### src/rtl/updown_load_counter.sv
// updown_load_counter
//   WIDTH-bit binary up/down counter with synchronous clear, parallel load
//   and count enable. ovf is a one-cycle wrap pulse. It is registered together
//   with count, so it is high in the same cycle that the wrapped value appears.
//
// Ports
//   clk       rising-edge clock
//   rst_n     asynchronous active-low reset (count=0, ovf=0)
//   clr       synchronous clear (highest priority)
//   load      synchronous parallel load of load_val (beats en)
//   en        count enable
//   down      direction: 0 = up, 1 = down
//   load_val  16-bit load value, zero-extended or truncated to WIDTH
//   count     registered count
//   ovf       registered wrap pulse
module updown_load_counter #(
  parameter int WIDTH = 20
) (
  input  logic             clk,
  input  logic             rst_n,
  input  logic             clr,
  input  logic             en,
  input  logic             down,
  input  logic             load,
  input  logic [15:0]      load_val,
  output logic [WIDTH-1:0] count,
  output logic             ovf
);

  localparam logic [WIDTH-1:0] ONE = WIDTH'(1);

  logic [WIDTH-1:0] load_mapped;

  // Fit the fixed 16-bit load port to the counter width.
  if (WIDTH > 16) begin : g_load_ext
    assign load_mapped = {{(WIDTH-16){1'b0}}, load_val};
  end else if (WIDTH == 16) begin : g_load_same
    assign load_mapped = load_val;
  end else begin : g_load_trunc
    assign load_mapped = load_val[WIDTH-1:0];
  end

  always_ff @(posedge clk or negedge rst_n) begin
    if (!rst_n) begin
      count <= '0;
      ovf   <= 1'b0;
    end else if (clr) begin
      count <= '0;
      ovf   <= 1'b0;
    end else if (load) begin
      count <= load_mapped;
      ovf   <= 1'b0;
    end else if (en) begin
      if (down) begin
        count <= count - ONE;
        ovf   <= (count == '0);
      end else begin
        count <= count + ONE;
        ovf   <= &count;
      end
    end else begin
      ovf <= 1'b0;
    end
  end

endmodule

### config.mk
export PLATFORM = sky130hd
export DESIGN_NAME = updown_load_counter
export DESIGN_NICKNAME = d
export VERILOG_FILES = /design/src/rtl/updown_load_counter.sv
export SDC_FILE = /design/constraint.sdc
export NUM_CORES = 1
export LEC_CHECK = 0
export ABC_CLOCK_PERIOD_IN_PS = 2000
export BUFFER_PORTS_ARGS = -buffer_cell sky130_fd_sc_hd__buf_2
export CORE_AREA = 4 4 97 99
export CTS_BUF_LIST = sky130_fd_sc_hd__clkbuf_4
export DETAILED_ROUTE_END_ITERATION = 10
export DIE_AREA = 0 0 101 103
export PLACE_DENSITY_LB_ADDON = 0.08
export SLEW_MARGIN = 30
export SYNTH_ARGS = -nofsm -noshare
export SYNTH_HDL_FRONTEND = slang
export SYNTH_SLANG_ARGS = --single-unit
### constraint.sdc
create_clock -name clk -period 2 [get_ports clk]
set_input_delay 0.4 -clock clk [delete_from_list [all_inputs] [get_ports clk]]
set_output_delay 0.4 -clock clk [all_outputs]
set_load 0.1 [all_outputs]
==> results of run 1 <==
## repair_timing
| action | CTS | global route |
|---|---|---|
| setup endpoints to repair | 14 | 17 |
| gates resized for setup | 7 | 27 |
| buffers inserted | 3 | 4 |
| pin swaps | 7 | 13 |
| gates cloned | 0 | 0 |
## worst max-delay path, cell delays in order, from the launching register on
cell      delay, ps
dfrtp_4         520
ha_4            280
and2_4          150
buf_6            90
and3_4          200
o211ai_4        100
o211ai_2        220
a221oi_2         90
or4_1           410
o311ai_1         80
## power by group
group          leakage (nW)  internal [W]  total [W]  switching (W)
combinational          1.24      0.000487    0.00122       0.000731
clock                0.0184     0.0000917   0.000256       0.000164
sequential            0.248      0.000477   0.000511      0.0000336
## cells in the final DEF, fill, tap and decap left out, drive strengths merged, types with 3 or more instances in the layout
cell / n
xor2: 7
clkbuf: 4
o21ai: 15
mux2i: 5
nor3: 7
nor4: 5
a21oi: 28
nand2b: 4
a32oi: 4
nor2b: 5
a31oi: 3
nand2: 24
ha: 18
xnor2: 6
or4: 3
o211ai: 4
a221oi: 8
dfrtp: 21
nor2: 24
nand4: 6
buf: 116
a21o: 6
inv: 12
nand3: 5
## through the flow
| step | total power, W | TNS (ps) | cells | hold WS (ps) | utilization |
|---|---|---|---|---|---|
| after CTS | 0.00193 | -1460 | 470 | 53.9 | 0.376 |
| after global routing | 0.00211 | -3240 | 474 | 69.4 | 0.395 |
| after global placement | 0.00165 | -7540 | 463 | 435 | 0.366 |
| after detailed placement | 0.00165 | -7630 | 463 | 436 | 0.366 |
| final | 0.00198 | -1680 | 474 | 43.6 | 0.395 |
| after floorplan | 0.00126 | -1450 | 258 | 104 | - |
## logic make-up (layout without fill, tap and decap cells)
logic type	Yosys count	after routing	synth area share
simple gates	90	90	0.215
compound gates	85	85	0.288
buf+inv	24	132	0.0438
flops	21	21	0.252
fa+ha+maj	19	19	0.118
xor+xnor	13	13	0.0546
mux	6	6	0.0294
## layout make-up
type                       count  area (sq um)
clock buffer                   4          30.0
multi-input combinational    213          1780
fill                         911          5170
tap                          108           135
inverter                      12          45.0
timing repair buffer         116           796
sequential                    21           589
## registers in the layout, indices dropped and copies added (netlist names)
register / flops
ovf: 1
count: 20
## layer usage
layer,vias up,GRT usage,part of all wire
li1,1193,-,-
met1,1118,0.199,0.46
met2,43,0.272,0.50
met3,6,0.0176,0.027
met4,0,0.0409,0.0098
met5,-,0,0
## worst paths after layout
kind / cells after the start / to / start
worst max register to register: 9 / count[17]$_DFFE_PN0P_ / count[3]$_DFFE_PN0P_
min in group clk: 3 / count[11]$_DFFE_PN0P_ / load_val[11]
max in group asynchronous: 1 / count[4]$_DFFE_PN0P_ / rst_n
worst min register to register: 2 / count[19]$_DFFE_PN0P_ / count[19]$_DFFE_PN0P_
worst min-delay path: 1 / count[11]$_DFFE_PN0P_ / rst_n
worst max-delay path: 9 / count[17]$_DFFE_PN0P_ / count[3]$_DFFE_PN0P_
==> impl_metrics.yaml, run 1 <==
clock_tree:
  clockBufferDepth: 2
  ctsHoldBuffers: 0
  cts_tree: "built"
  cts_root_buffer: "clkbuf_4"
  cts_buffers: 3
  clkTransAtPathRegs_ps: 150
  clkLatencyLatePin_ps: 330
  htreeDepth: 1
  clock-sinks: 21
hold_path:
  worst_hold_path_type: "in -> async"
logic_synthesis:
  synth_seq_area_share: 0.252
  synth_area_leaders: "dfrtp_1 25%, ha_1 11%, a21oi_1 6.7%"
  synth-edff-count: 0
  syn-num-nets: 299
  yosysTopAreaCell: "dfrtp_1"
  ys_ff_latch: 21
  async_flop_share: 1.00
  synth_area_sq_um: 2090
  ys.flop_type: "dfrtp_1"
  synth.top_cells.by_count: "28 x a21oi_1, 24 x nand2_1, 24 x nor2_1"
  syn-mean-instance-area_sq_um: 8.09
  ys_warn_count: 0
  netlist_instances: 258
  netlist-cell-type-count: 54
  yosysTopAreaCellShare: 0.252
  synth.most_common_cell: "a21oi_1"
placement:
  post_dp_cell_area_sq_um: 3130
  io_buffers: 42
  place_hpwl_microns: 6380
  gp_congestion: 0.821
  post-place-ws_ps: -545
floorplan:
  ios: 43
  core-area_sq_um: 8550
  rows: 34
  die_w_microns: 101
  dieArea_sq_um: 10400
  die_y_microns: 103
  start_util: 0.244
sta:
  rsz0062_at_grt: "yes"
  setup_ws_ps: -213
  maxSlewHeadroom: 0.618
  setup_viol: 12
  layout_min_cycle_time_ps: 2210
  worstMarginPinSlew_ps: 573
  clock_skew_ps: 12.9
  period_share: 1.11
  fmax_mhz: 452
  maxSlewViolCount: 0
  hold_violations: 0
global_routing:
  grt_max_degree: 22
  grt_pass1_wl_microns: 12500
  grtUsageTotal: 0.154
  grt-ovfl-total: 0
  grt_pass1_vias: 2401
  antenna_found_initial: 0
power_and_ir_drop:
  vdd_ir_drop_max_mv: 0.240
  powerDensity_nw_per_um2: 587
  leakage_nw: 1.51
drt:
  drt-total-wl_microns: 7980
  drc: 0
  antenna_left: 0
  drtPass1Iterations: 4
  via_count: 2360
  detail_route.wl_per_cell_microns: 16.8
  drt-initial-drc-count: 72
  via_per_inst: 4.98
worst_setup_path:
  startpoint_type: "register"
  crit_required_ps: 2240
  cp.arrival_ps: 2460
  crit_fanout: 3
  crit_type: "reg -> reg"
  ff2ff_setup_slack_ps: -210
  critPathCaptureType: "register"
status:
  status: "finished, violations left"
  violations: "negative setup slack"
cells_and_area:
  drive_gt1_frac: 0.533
  antenna_cells: 0
  final_cell_area_sq_um: 3380
  syn2layout_area_growth_pct: 61.9
  nets: 408
job:
  maxCapViolCount: 0
No activity file was read; power rests on OpenSTA's default activity.
==> inputs of run 2 (changes only) <==
RECOVER_POWER = 100   (was default)
==> impl_metrics.yaml, run 2 (same netlist as run 1, synthesis figures left out) <==
sta:
  period_share: 1.10
  fmax_mhz: 453
  layout_min_cycle_time_ps: 2210
  fin_setup_tns_ps: -1680
  worstMarginPinSlew_ps: 1390
  maxSlewViolCount: 0
  hold_violations: 0
  clock_skew_ps: 13.5
  setup_ws_ps: -210
  rsz0062_at_grt: "yes"
  maxSlewHeadroom: 0.0751
  setup_viol: 12
power_and_ir_drop:
  power_w: 0.00199
  vdd_ir_drop_max_mv: 0.240
  leakage_nw: 1.49
  powerDensity_nw_per_um2: 588
clock_tree:
  htreeDepth: 1
  ctsHoldBuffers: 0
  cts_root_buffer: "clkbuf_4"
  cts_buffers: 3
  clockBufferDepth: 2
  clkLatencyLatePin_ps: 330
  cts_tree: "built"
  clock-sinks: 21
  clkTransAtPathRegs_ps: 160
drt:
  drt-total-wl_microns: 7990
  via_per_inst: 4.98
  detail_route.wl_per_cell_microns: 16.9
  drtPass1Iterations: 4
  drt-initial-drc-count: 68
  antenna_left: 0
  drc: 0
  via_count: 2362
floorplan:
  dieArea_sq_um: 10400
  start_util: 0.244
  die_y_microns: 103
  die_w_microns: 101
  core-area_sq_um: 8550
  rows: 34
  ios: 43
global_routing:
  grtUsageMet1: 0.199
  grt_pass1_vias: 2401
  top_usage_layer: "met2"
  met3_usage: 0.0176
  grt_max_degree: 22
  grt_pass1_wl_microns: 12500
  grtUsageTotal: 0.154
  antenna_found_initial: 0
  grt-ovfl-total: 0
  met2_usage: 0.272
cells_and_area:
  fin_util: 0.395
  layout_common_cells: "68 x buf_4, 23 x nand2_1, 23 x nor2_1, 23 x a21oi_1, 21 x clkbuf_2"
  top_register: "count"
  nets: 408
  reg_top3: "count (20), ovf (1)"
  nFillCells: 912
  syn2layout_area_growth_pct: 61.9
  antenna_cells: 0
  final_cell_area_sq_um: 3380
  final_common_cell: "buf_4"
  drive_gt1_frac: 0.530
  largest_reg_flops: 20
hold_path:
  whs_path_depth: 3
  worst_hold_path_type: "in -> reg"
worst_setup_path:
  cp.arrival_ps: 2460
  critPathCaptureType: "register"
  crit_end: "count[17]$_DFFE_PN0P_"
  critPathMaxStageDelay_ps: 520
  cp-startpoint: "count[3]$_DFFE_PN0P_"
  worst-path-buf-inv: 1
  crit_required_ps: 2250
  reg2regPathDepth: 9
  rr_startpoint: "count[3]$_DFFE_PN0P_"
  cp_cell_sequence: "ha_4, and2_4, buf_6, and3_4, o211ai_4, o211ai_2, a221oi_2, or4_1, o311ai_1"
  cp_top_family: "simple AND/OR/NAND/NOR gates"
  slowest_stage: "dfrtp_4"
  crit_fanout: 3
  startpoint_type: "register"
  ff2ff_setup_slack_ps: -210
  cp.depth: 9
  r2r-end: "count[17]$_DFFE_PN0P_"
  crit_type: "reg -> reg"
status:
  violations: "negative setup slack"
  status: "finished, violations left"
placement:
  place_hpwl_microns: 6380
  gp_congestion: 0.821
  io_buffers: 42
  post_dp_cell_area_sq_um: 3130
  post-place-ws_ps: -545
job:
  maxCapViolCount: 0
==> run 2: cell types whose count changed in the layout (fill, tap and decap cells not counted) <==
cell / before / now
clkbuf_2: 0 / 21
clkbuf_4: 4 / 6
buf_4: 70 / 68
buf_2: 41 / 19
clkbuf_1: 0 / 1
==> run 2: routing by layer <==
layer	vias to the layer above	wire length (microns)	part of all wire
met1	1120	3670	0.46
met4	0	64	0.0080
li1	1193	-	-
met3	4	265	0.033
met2	45	4000	0.50
met5	-	0	0
==> run 2: power breakdown <==
| part | internal, W | switching (W) | leakage [nW] |
|---|---|---|---|
| clock | 0.0000917 | 0.000167 | 0.0184 |
| combinational | 0.000485 | 0.000732 | 1.23 |
| sequential | 0.000477 | 0.0000334 | 0.248 |
| total | 0.00105 | 0.000932 | 1.49 |
==> run 2: worst min path at each step <==
stage                  from                    end  slack (ps)
3_5_place_dp          rst_n  count[16]$_DFFE_PN0P_         440
2_1_floorplan         rst_n  count[15]$_DFFE_PN0P_         100
5_1_grt        load_val[12]  count[12]$_DFFE_PN0P_         300
6_report       load_val[11]  count[11]$_DFFE_PN0P_         280
3_3_place_gp          rst_n  count[16]$_DFFE_PN0P_         430
4_1_cts               rst_n  count[13]$_DFFE_PN0P_          50
==> run 2: worst reg2reg max path, cell delays in order (launching register included) <==
cell	delay, ps
dfrtp_4	520
ha_4	280
and2_4	150
buf_6	90
and3_4	200
o211ai_4	100
o211ai_2	220
a221oi_2	90
or4_1	410
o311ai_1	80
==> run 2: stage by stage <==
step	hold WS [ps]	instances
final	280	474
after global routing	297	474
after CTS	53.9	470
after detailed placement	436	463
after global placement	435	463
after floorplan	104	258
==> run 2: cell type report <==
| class | instances | area, sq um | area share |
|---|---|---|---|
| Tap cell | 108 | 135 | 0.0400 |
| Inverter | 12 | 45.0 | 0.0133 |
| Clock buffer | 4 | 30.0 | 0.00889 |
| Timing Repair Buffer | 116 | 795 | 0.235 |
| Multi-Input combinational cell | 213 | 1780 | 0.528 |
| Sequential cell | 21 | 589 | 0.174 |
==> run 2: what timing repair did <==
item / CTS / global route
setup endpoints to repair: 14 / 17
pin swaps: 7 / 13
resized for setup: 7 / 27
buffers inserted: 3 / 4
==> inputs of run 3 (changes only) <==
CTS_CLUSTER_DIAMETER = 50   (was default)
SKIP_LAST_GASP = 1   (was default)
==> impl_metrics.yaml, run 3 (same netlist as run 1, synthesis figures left out) <==
floorplan:
  core-area_sq_um: 8550
  start_util: 0.244
  rows: 34
  die_y_microns: 103
  die_w_microns: 101
  ios: 43
  dieArea_sq_um: 10400
cells_and_area:
  largest_reg_flops: 20
  final_common_cell: "buf_4"
  antenna_cells: 0
  nets: 408
  layout_common_cells: "69 x buf_4, 23 x nand2_1, 23 x nor2_1, 23 x a21oi_1, 21 x clkbuf_2"
  drive_gt1_frac: 0.530
  reg_top3: "count (20), ovf (1)"
  syn2layout_area_growth_pct: 61.7
  top_register: "count"
  fin_util: 0.395
worst_setup_path:
  rr_startpoint: "count[3]$_DFFE_PN0P_"
  crit_type: "reg -> reg"
  startpoint_type: "register"
  crit_required_ps: 2240
  crit_fanout: 3
  critPathCaptureType: "register"
  cp-startpoint: "count[3]$_DFFE_PN0P_"
  worst-path-buf-inv: 1
  slowest_stage: "dfrtp_4"
  cp_top_family: "simple AND/OR/NAND/NOR gates"
  cp.arrival_ps: 2460
  critPathMaxStageDelay_ps: 520
  cp_cell_sequence: "ha_4, and2_4, buf_6, and3_4, o211ai_4, o211ai_2, a221oi_2, or4_1, o311ai_1"
drt:
  detail_route.wl_per_cell_microns: 16.8
  drt-initial-drc-count: 77
  antenna_left: 0
  via_count: 2359
  drc: 0
  drtPass1Iterations: 4
  via_per_inst: 4.98
  drt-total-wl_microns: 7970
global_routing:
  grt_pass1_wl_microns: 12500
  grt-ovfl-total: 0
  grt_pass1_vias: 2399
  grtUsageTotal: 0.154
  grt_max_degree: 22
  antenna_found_initial: 0
sta:
  period_share: 1.11
  maxSlewHeadroom: 0.0879
  maxSlewViolCount: 0
  setup_ws_ps: -213
  fmax_mhz: 452
  setup_viol: 12
  clock_skew_ps: 13.2
  layout_min_cycle_time_ps: 2210
  whs_ps: 284
  worstMarginPinSlew_ps: 1370
  hold_violations: 0
  rsz0062_at_grt: "yes"
clock_tree:
  cts_tree: "built"
  clockBufferDepth: 2
  cts_buffers: 3
  clkLatencyLatePin_ps: 330
  htreeDepth: 1
  cts_root_buffer: "clkbuf_4"
  clkTransAtPathRegs_ps: 150
  clock-sinks: 21
job:
  maxCapViolCount: 0
hold_path:
  worst_hold_path_type: "in -> reg"
  hold_start: "load_val[11]"
placement:
  gp_congestion: 0.821
  post-place-ws_ps: -545
  io_buffers: 42
  place_hpwl_microns: 6380
power_and_ir_drop:
  powerDensity_nw_per_um2: 587
  vdd_ir_drop_max_mv: 0.240
  leakage_nw: 1.49
status:
  violations: "negative setup slack"
  status: "finished, violations left"
run 3: cell counts in the layout (fill, tap and decap cells not counted):
Identical to the previous run, type by type.
run 3: power breakdown:
part | internal, W | switching, W | leakage, nW | total, W
combinational | 0.000484 | 0.000731 | 1.22 | 0.00122
sequential | 0.000477 | 0.0000331 | 0.248 | 0.000510
clock | 0.0000917 | 0.000165 | 0.0184 | 0.000257
total | 0.00105 | 0.000930 | 1.49 | 0.00198
run 3: cell type report:
type                       instances  area [sq um]
clock buffer                       4          30.0
fill                             914          5180
inverter                          12          45.0
multi-input combinational        213          1780
sequential                        21           589
tap                              108           135
timing repair buffer             116           791
run 3: timing repair:
item,4_1_cts,5_1_grt
hold buffers,0,0
setup endpoints to repair,14,17
resized for setup,7,26
pin swaps,6,13
setup buffers,3,4
run 3: per-layer routing:
metal | vias up | share of wire | track usage
li1 | 1198 | - | -
met1 | 1118 | 0.46 | 0.199
met2 | 39 | 0.50 | 0.272
met3 | 4 | 0.030 | 0.0176
met4 | 0 | 0.0080 | 0.0409
met5 | - | 0 | 0
run 3: worst min-delay path: cells and delay by family:
kind,cells,cell delay (ps)
AO/OA/AOI/OAI,2,120
buffers and inverters,1,80
run 3: path summary, 6_finish.rpt:
path / endpoint / slack (ps) / cells past startpoint
worst min-delay path: count[11]$_DFFE_PN0P_ / 280 / 3
min in group asynchronous: count[11]$_DFFE_PN0P_ / 350 / 1
worst max register to register: count[17]$_DFFE_PN0P_ / -210 / 9
worst min register to register: count[19]$_DFFE_PN0P_ / 650 / 2
max in group asynchronous: count[4]$_DFFE_PN0P_ / 680 / 1
worst max-delay path: count[17]$_DFFE_PN0P_ / -210 / 9
run 3: per-stage QoR:
stage / TNS, ps / instance area, sq um / power [W] / instances
final: -1730 / 3370 / 0.00198 / 474
after global routing: -3340 / 3370 / 0.00211 / 474
after CTS: -1470 / 3210 / 0.00193 / 470
after detailed placement: -7630 / 3130 / 0.00165 / 463
after global placement: -7540 / 3130 / 0.00165 / 463
after floorplan: -1450 / 2320 / 0.00126 / 258
